**src/rtl/mem_access_pkg.sv**
```systemverilog
// Shared definitions for the data-memory access controller: op encodings, FSM state codes,
// lane widths and small op-classification helpers.
package mem_access_pkg;

   typedef enum logic [2:0] {
      OP_LW  = 3'd0,
      OP_LH  = 3'd1,
      OP_LHU = 3'd2,
      OP_LB  = 3'd3,
      OP_LBU = 3'd4,
      OP_SW  = 3'd5,
      OP_SH  = 3'd6,
      OP_SB  = 3'd7
   } memOp_e;

   // ST_TRAP is only reachable when misaligned-access trapping is compiled in
   localparam logic [2:0] ST_IDLE   = 3'd0;
   localparam logic [2:0] ST_LOAD   = 3'd1;
   localparam logic [2:0] ST_STORE  = 3'd2;
   localparam logic [2:0] ST_RMW_RD = 3'd3;
   localparam logic [2:0] ST_RMW_WR = 3'd4;
   localparam logic [2:0] ST_TRAP   = 3'd5;

   localparam int BYTE_W = 8;
   localparam int HALF_W = 16;
   localparam int WORD_W = 32;

   function automatic logic isLoadOp(input memOp_e op);
      return (op == OP_LW) || (op == OP_LH) || (op == OP_LHU) ||
             (op == OP_LB) || (op == OP_LBU);
   endfunction

   function automatic logic isMisaligned(input memOp_e op, input logic [1:0] offset);
      logic result;
      case (op)
         OP_LW, OP_SW:         result = (offset != 2'b00);
         OP_LH, OP_LHU, OP_SH: result = offset[0];
         default:              result = 1'b0;
      endcase
      return result;
   endfunction

endpackage

```
**src/rtl/lane_align.sv**
```systemverilog
// Combinational byte-lane logic: extracts and extends sub-word loads, and merges sub-word
// store data into a previously read word (little-endian lanes).
module lane_align
   import mem_access_pkg::*;
(
   input  memOp_e      op_i,
   input  logic [1:0]  offset_i,
   input  logic [31:0] loadWord_i,
   input  logic [31:0] mergeWord_i,
   input  logic [31:0] storeData_i,
   output logic [31:0] loadResult_o,
   output logic [31:0] mergedWord_o
);

   logic [BYTE_W-1:0] byteLane;
   logic [HALF_W-1:0] halfLane;

   // Halfword selection only looks at offset bit 1, so odd halfword offsets are forced aligned
   always_comb begin
      byteLane = loadWord_i[{offset_i, 3'b000} +: BYTE_W];
      halfLane = offset_i[1] ? loadWord_i[31:16] : loadWord_i[15:0];
      case (op_i)
         OP_LB:   loadResult_o = {{(WORD_W-BYTE_W){byteLane[BYTE_W-1]}}, byteLane};
         OP_LBU:  loadResult_o = {{(WORD_W-BYTE_W){1'b0}}, byteLane};
         OP_LH:   loadResult_o = {{(WORD_W-HALF_W){halfLane[HALF_W-1]}}, halfLane};
         OP_LHU:  loadResult_o = {{(WORD_W-HALF_W){1'b0}}, halfLane};
         default: loadResult_o = loadWord_i;
      endcase
   end

   always_comb begin
      mergedWord_o = mergeWord_i;
      case (op_i)
         OP_SB: mergedWord_o[{offset_i, 3'b000} +: BYTE_W] = storeData_i[BYTE_W-1:0];
         OP_SH: begin
            if (offset_i[1]) mergedWord_o[31:16] = storeData_i[HALF_W-1:0];
            else             mergedWord_o[15:0]  = storeData_i[HALF_W-1:0];
         end
         default: mergedWord_o = storeData_i;
      endcase
   end

endmodule

```
**src/rtl/mem_access_ctrl.sv**
```systemverilog
// Initiator for the word-wide data-memory port; sub-word stores use read-modify-write.
// Define MISALIGN_TRAP_EN to trap misaligned accesses instead of forcing them aligned.
module mem_access_ctrl
   import mem_access_pkg::*;
#(
   parameter int ADDR_W = 32,
   parameter int DATA_W = 32
) (
   input  logic              Clk,
   input  logic              Reset,
   input  logic              Req,
   input  logic [2:0]        Op,
   input  logic [ADDR_W-1:0] Addr,
   input  logic [DATA_W-1:0] StoreData,
   output logic              Ready,
   output logic              Done,
   output logic [DATA_W-1:0] LoadData,
   output logic              Misaligned,
   output logic [ADDR_W-1:0] MemAddress,
   output logic [DATA_W-1:0] MemWriteData,
   output logic              MemWrite,
   output logic              MemRead,
   input  logic [DATA_W-1:0] MemReadData
);

   logic [2:0]        state_q, state_d;
   memOp_e            op_q;
   logic [ADDR_W-1:0] addr_q;
   logic [DATA_W-1:0] storeData_q;
   logic [DATA_W-1:0] word_q;
   logic [DATA_W-1:0] loadData_q, loadData_d;
   logic              done_q, done_d;
   logic              accept;
   memOp_e            reqOp;
   logic [31:0]       loadResult;
   logic [31:0]       mergedWord;

   assign reqOp  = memOp_e'(Op);
   assign accept = Req && (state_q == ST_IDLE);

   always_comb begin
      state_d = state_q;
      case (state_q)
         ST_IDLE: begin
            if (accept) begin
               if (isLoadOp(reqOp))    state_d = ST_LOAD;
               else if (reqOp == OP_SW) state_d = ST_STORE;
               else                     state_d = ST_RMW_RD;
`ifdef MISALIGN_TRAP_EN
               if (isMisaligned(reqOp, Addr[1:0])) state_d = ST_TRAP;
`endif
            end
         end
         ST_RMW_RD: state_d = ST_RMW_WR;
         default:   state_d = ST_IDLE;
      endcase
   end

   // Done follows the final memory cycle (or the trap's idle cycle) by one clock
   assign done_d = (state_q == ST_LOAD) || (state_q == ST_STORE) ||
                   (state_q == ST_RMW_WR) || (state_q == ST_TRAP);

   always_comb begin
      loadData_d = loadData_q;
      if (state_q == ST_LOAD) loadData_d = loadResult;
`ifdef MISALIGN_TRAP_EN
      if ((state_q == ST_TRAP) && isLoadOp(op_q)) loadData_d = '0;
`endif
   end

   always_ff @(posedge Clk or posedge Reset) begin
      if (Reset) begin
         state_q     <= ST_IDLE;
         op_q        <= OP_LW;
         addr_q      <= '0;
         storeData_q <= '0;
         word_q      <= '0;
         loadData_q  <= '0;
         done_q      <= 1'b0;
      end else begin
         state_q    <= state_d;
         done_q     <= done_d;
         loadData_q <= loadData_d;
         if (accept) begin
            op_q        <= reqOp;
            addr_q      <= Addr;
            storeData_q <= StoreData;
         end
         if (state_q == ST_RMW_RD) word_q <= MemReadData;
      end
   end

`ifdef MISALIGN_TRAP_EN
   logic misaligned_q;

   always_ff @(posedge Clk or posedge Reset) begin
      if (Reset) misaligned_q <= 1'b0;
      else       misaligned_q <= (state_q == ST_TRAP);
   end

   assign Misaligned = misaligned_q;
`else
   assign Misaligned = 1'b0;
`endif

   lane_align u_laneAlign (
      .op_i         (op_q),
      .offset_i     (addr_q[1:0]),
      .loadWord_i   (MemReadData),
      .mergeWord_i  (word_q),
      .storeData_i  (storeData_q),
      .loadResult_o (loadResult),
      .mergedWord_o (mergedWord)
   );

   // Strobes decode straight from state so an async reset drops them immediately
   always_comb begin
      MemWriteData = '0;
      if (state_q == ST_STORE)  MemWriteData = storeData_q;
      if (state_q == ST_RMW_WR) MemWriteData = mergedWord;
   end

   assign MemRead    = (state_q == ST_LOAD) || (state_q == ST_RMW_RD);
   assign MemWrite   = (state_q == ST_STORE) || (state_q == ST_RMW_WR);
   assign MemAddress = {addr_q[ADDR_W-1:2], 2'b00};
   assign Ready      = (state_q == ST_IDLE);
   assign Done       = done_q;
   assign LoadData   = loadData_q;

endmodule
```
**config.mk**
```make
export PLATFORM = sky130hd
export DESIGN_NAME = mem_access_ctrl
export DESIGN_NICKNAME = d
export VERILOG_FILES = /design/src/rtl/mem_access_pkg.sv /design/src/rtl/lane_align.sv /design/src/rtl/mem_access_ctrl.sv
export SDC_FILE = /design/constraint.sdc
export NUM_CORES = 1
export LEC_CHECK = 0
export CAP_MARGIN = 0
export CELL_PAD_IN_SITES_DETAIL_PLACEMENT = 1
export CELL_PAD_IN_SITES_GLOBAL_PLACEMENT = 1
export CORE_ASPECT_RATIO = 1.4
export CORE_MARGIN = 4
export CORE_UTILIZATION = 33
export DETAILED_ROUTE_END_ITERATION = 10
export PLACE_DENSITY = 0.86
export SKIP_LAST_GASP = 1
export SLEW_MARGIN = 20
export SYNTH_ARGS = -nofsm -noshare
export SYNTH_HDL_FRONTEND = slang
export SYNTH_SLANG_ARGS = --single-unit
```
**constraint.sdc**
```tcl
create_clock -name Clk -period 4.1 [get_ports Clk]
set_input_delay 0.82 -clock Clk [delete_from_list [all_inputs] [get_ports Clk]]
set_output_delay 0.82 -clock Clk [all_outputs]
set_load 0.05 [all_outputs]
```
==> results.md, run 1 <==
* Status: finished clean
* Area grow syn2layout at 39.89%
* Post-Synthesis Cell Area at approximately 0.0071 sq mm
* Largest cells by area after synthesis: dfrtp_1 47%, nand2_1 11%, mux2_2 6.0%
* Post-DRT Antenna Nets at 0
* Largest net degree at the start of global routing at 136
* Cts hold-fix bufs at 0
* WP data arrival at between 3 and 4 ns
* Worst Path Required at 3.28 ns
* Max Clock Freq at 253.4 MHz
* Crit path kind: reg -> out
* Fin util at 47.05%
* Post-Synth Adder-Cell Area at a little over 1%
* Tmin final at about 4 ns
* Vias in the first global route at 6,846
* Initial core utilization at 33.63%
* Initial antenna violation count at 1
* Total die area at between 0.02 and 0.025 sq mm
* Setup TNS at 0 ns
* Post-Synth Simple-Gate Area at between 10% and 20%
* Remaining DRCs at 0
* Commonest register cell after synthesis: dfrtp_1
* Number of DRC markers in iteration 0 at 491
* PD cells at 608.3 mW/mm^2
* Max VDD drop at 0.0002897 V
* Share of layout cells above drive strength 1 at 14.73%
* Syn. warnings at 0
* Synth area leader: dfrtp_1
* Clock root cell: clkbuf_16
* Seq/Total Area, Yosys at 47.37%
* # rows at 63
* Max_cap viols at 0
* Remaining global-route overflow at 0
* First-pass GRT wire length at 39,490 um
* Post-synth EDFFs at 0
* Fin. max-slew vios at 0
* Final WL at 25,560 um
* Final HPWL DP at 17,990 um
* CTS Sinks at 135
* Main combinational cell family by area after synthesis: simple AND/OR/NAND/NOR gates
* Clk buf depth at 2
* GPL Wtd Cong at 0.8588
* Number of I/O pins at 203
* Syn Inst Count at roughly 750
* CP Max Fanout at 21
* Via count at 6,412
* CTS tree: yes
* Fin Clk Skew at 0.01305 ns
* Synth Register Bits at 135
* Crit start category: flip-flop
* Worst Max-Slew Pin Slew at 0.8219 ns
* Avg WL per Cell at 21.59 um
* RSZ-0062 raised after global routing: no
* Drt pass-1 iters at 4
* H-tree Lvls at 4
* Setup violators final at 0
* Async S/R FF share, synth at 100.0%
* XOR/XNOR Fraction of Synth Area at less than 1%
* Final hold vios at 0
* Multiplexer share of the synthesized area at between 10% and 20%
* Clock slew at reported path FFs at 0.06 ns
* Layout Nets at just over 1,000
* Hold Path Class: reg -> reg
* Final worst path period share at 96.24%
* Post-synth top area share at 47.37%
* Die Ht at 181.9 um
* Port buffer count at 199
* Worst setup EP type: primary output
* Leakage dissipation at 4.534 nW
* CORE AREA at ~0.021 sq mm
* Clk_lat worst skew at around 0.43 ns
* DR vias/cell at ~5.4
* Complex-gate fraction of the synthesized area at 14.47%
* CTS Buf Count at 17
* Syn avg cell area at 9.459 sq um
* Gr usage total at 20.84%
* Die width at between 100 and 150 um
* Max_slew headroom at 45.15%
* Netlist cell types at 49
## worst paths after layout
kind | from | end | slack, ns | depth (start not counted)
min in group asynchronous | Reset | word_q[16] | 0.94 | 3
worst min register to register | addr_q[17] | addr_q[17] | 0.47 | 2
worst min-delay path | addr_q[17] | addr_q[17] | 0.47 | 2
worst max register to register | addr_q[1] | LoadData[4] | 1.50 | 5
max in group asynchronous | Reset | addr_q[1] | 2.53 | 3
worst max-delay path | addr_q[1] | MemWriteData[27] | 0.15 | 8
## cell type report
cell class,instances,area [sq um]
antenna,1,2.502
sequential,135,3379
tap,260,325.3
fill,2370,11230
clock buffer,19,442.9
timing repair buffer,214,2375
clock inverter,13,122.6
inverter,7,30.03
multi-input combinational,535,3299
## cells in the mapped netlist, drive strengths merged, types with 2 or more instances
cell,count
a21o,17
nor2,33
a221o,35
mux4,4
nand2,207
buf,44
clkbuf,35
o22ai,16
ha,5
nand2b,17
nor4,2
and3,5
a21oi,40
nor2b,30
mux2i,24
o21a,2
nor4bb,2
o2bb2ai,2
inv,7
dfrtp,135
o221a,6
nand3,9
nor3,4
o21ai,10
a31oi,3
and2,2
mux2,38
a221oi,3
## what timing repair did
item / CTS / global route
setup buffers: 0 / 0
endpoints found under the setup margin: 0 / 2
gates resized for setup: 0 / 1
endpoints found under the hold margin: 0 / 0
## where the power goes
part | leakage (nW) | internal (mW) | switching, mW
clock | 0.272 | 0.858 | 0.633
sequential | 1.64 | 1.73 | 0.368
combinational | 2.63 | 0.983 | 1.50
## logic make-up (layout without fill, tap and decap cells)
group                      Yosys count  in the layout
and+or+nand+nor                    317            317
xor gates and xnor gates             2              2
muxes                               66             66
AOI/OAI and AO/OA                  141            141
DFF                                135            135
adders and majority gates            6              6
other                                1              4
buffers and inverters               86            253
## worst max-delay path: stages, from the launching register on
cell	delay, ns
dfrtp_2	0.75
inv_1	0.32
ha_1	0.41
nor4bb_1	0.33
buf_4	0.22
a21oi_1	0.08
o22ai_1	0.26
a21o_1	0.18
buf_12	0.15
## metrics by stage
step / area (sq um) / cells / hold WS, ns / setup slack [ns] / power (mW)
after CTS: 9970 / 1183 / 0.4782 / 0.1413 / 6.105
final: 9977 / 1184 / 0.4717 / 0.1540 / 6.069
after floorplan: 7143 / 756 / 0.4464 / 0.9050 / 3.719
after detailed placement: 9404 / 1151 / 0.4626 / 0.6603 / 4.571
after global placement: 9404 / 1151 / 0.4570 / 0.6786 / 4.475
after global routing: 9977 / 1184 / 0.5006 / 0.08201 / 6.351
## cell usage in the layout (no fill, tap or decap), drive strengths merged, types with 3 or more instances in the layout
master / synthesis / layout
o22ai: 16 / 16
a21o: 17 / 17
nor3: 4 / 4
mux2: 38 / 38
conb: 1 / 3
clkinvlp: 0 / 4
o221a: 6 / 6
buf: 44 / 47
nor2: 33 / 33
nand3: 9 / 9
a221oi: 3 / 3
nand2b: 17 / 17
nand2: 207 / 207
clkdlybuf4s50: 0 / 167
and3: 5 / 5
a21oi: 40 / 40
mux4: 4 / 4
o21ai: 10 / 10
clkinv: 0 / 5
ha: 5 / 5
inv: 7 / 10
nor2b: 30 / 30
mux2i: 24 / 24
clkbuf: 35 / 19
a221o: 35 / 35
dfrtp: 135 / 135
a31oi: 3 / 3
## flip-flops by register name (all words and copies together) (netlist names)
register / count
addr_q: 32
word_q: 32
op_q: 3
state_q: 3
storeData_q: 32
Done: 1
LoadData: 32
## metal layers
layer	track usage, %	vias up	share of wire (%)
met4	9.775	0	4.1
met1	24.90	3212	40
met3	4.989	60	6.2
li1	-	2882	-
met2	35.39	258	50
met5	0	-	0
No activity file was read; power rests on OpenSTA's default activity.
==> run 2, diff against run 1 <==
- SLEW_MARGIN: 20 -> default
==> results.md, run 2 (synthesis results as in run 1) <==
* Status: finished clean
* Critical-path cell list: inv_1, ha_1, nor4bb_1, buf_4, a21oi_1, o22ai_1, a21o_1, buf_12
* Port buffer count at ~200
* Most frequent cells in the layout: 206 x nand2_1, 167 x clkdlybuf4s50_1, 134 x dfrtp_1, 40 x a21oi_1, 38 x mux2_2
* Final hold vios at 0
* Worst Path Required at around 3.3 ns
* Max_cap viols at 0
* Post-DRT Antenna Nets at 0
* Initial core utilization at roughly 34%
* Largest net degree at the start of global routing at 136
* DR vias/cell at 5.440
* H-tree Lvls at 4
* Final WL at 25,400 um
* Max_slew headroom at 9.296%
* Drt pass-1 iters at 4
* First-pass GRT wire length at 39,490 um
* CP bufs+invs at 3
* Area grow syn2layout at 39.86%
* CTS tree: yes
* Final HPWL DP at 17,990 um
* Setup violators final at 0
* Max VDD drop at between 0.0002 and 0.0003 V
* Clk_lat worst skew at 0.43 ns
* CORE AREA at 0.02120 sq mm
* RSZ-0062 raised after global routing: no
* Fin Clk Skew at 0.01179 ns
* Worst setup EP type: primary output
* Post-CTS Setup Repair Bufs at 0
* Slowest library cell on the worst path: dfrtp_2
* CP max stage delay at 0.75 ns
* # rows at between 60 and 70
* Hold Slack at 0.4717 ns
* Share of layout cells above drive strength 1 at 14.63%
* Vias in the first global route at slightly below 7,000
* Via count at 6,441
* Avg WL per Cell at about 21 um
* Worst Max-Slew Pin Slew at 1.356 ns
* PD cells at 608.1 mW/mm^2
* CP Max Fanout at 21
* Clock slew at reported path FFs at 0.06 ns
* GPL Wtd Cong at 0.8588
* Die Ht at 181.9 um
* Max Clock Freq at 255.2 MHz
* Cts hold-fix bufs at 0
* Commonest non-fill, non-tap cell in the layout: nand2_1
* WP data arrival at 3.10 ns
* Gr usage total at 20.84%
* Total die area at 0.02406 sq mm
* CTS Buf Count at 17
* Clock root cell: clkbuf_16
* Remaining DRCs at 0
* Fin. max-slew vios at 0
* Tmin final at between 3 and 4 ns
* Layout Nets at between 1,000 and 1,500
* Crit start category: flip-flop
* Initial antenna violation count at 1
* Final worst path period share at 95.57%
* Leakage dissipation at 4.534 nW
* Hold Path Class: reg -> reg
* Setup TNS at 0 ns
* Die width at 132.2 um
* CP top delay family: flip-flops
* Clk buf depth at 2
* Number of DRC markers in iteration 0 at 468
* Fill count at roughly 2,400
* CTS Sinks at 135
* Crit path kind: reg -> out
* Number of I/O pins at 203
* # resized after CTS at 0
* Remaining global-route overflow at 0
run 2: through the flow:
stage | util (%) | cells | total power [mW] | cell area [sq um] | setup WS (ns)
floorplan | - | 756 | 3.719 | 7143 | 0.9050
global placement | 44.35 | 1151 | 4.475 | 9404 | 0.6786
detailed placement | 44.35 | 1151 | 4.571 | 9404 | 0.6603
CTS | 47.02 | 1183 | 6.105 | 9970 | 0.1413
global route | 47.04 | 1184 | 6.347 | 9975 | 0.09948
finish | 47.04 | 1184 | 6.066 | 9975 | 0.1818
run 2: where the power goes:
group          internal, mW  leakage (nW)  switching, mW  total, mW
combinational         0.983          2.63           1.50       2.48
clock                 0.858         0.272          0.633       1.49
sequential             1.73          1.64          0.367       2.09
total                  3.57          4.53           2.50       6.07
run 2: routing by layer:
metal / up-vias / track usage [%] / wire (um)
met5: - / 0 / 0
met4: 0 / 9.775 / 1043
met3: 58 / 4.989 / 1526
met2: 252 / 35.39 / 12650
met1: 3248 / 24.90 / 10180
li1: 2883 / - / -
run 2: worst paths after layout:
check | cells past startpoint | start | endpoint | slack (ns)
setup / recovery | 8 | addr_q[1] | MemWriteData[27] | 0.18
min in group asynchronous | 3 | Reset | word_q[16] | 0.95
hold reg to reg | 2 | addr_q[17] | addr_q[17] | 0.47
setup reg to reg | 5 | addr_q[1] | LoadData[4] | 1.47
max in group asynchronous | 3 | Reset | addr_q[1] | 2.53
hold / removal | 2 | addr_q[17] | addr_q[17] | 0.47
run 2: layout make-up:
class / count / area [sq um] / area share [%]
timing repair buffer: 214 / 2375 / 23.81
antenna: 1 / 2.502 / 0.02509
inverter: 7 / 30.03 / 0.3011
multi-input combinational: 535 / 3297 / 33.05
clock inverter: 13 / 122.6 / 1.229
clock buffer: 19 / 442.9 / 4.441
tap: 260 / 325.3 / 3.261
sequential: 135 / 3379 / 33.88
run 2: tightest hold or removal path: stages (launching register included):
cell	delay (ns)
dfrtp_1	0.34
nand2_1	0.05
nand2_1	0.05
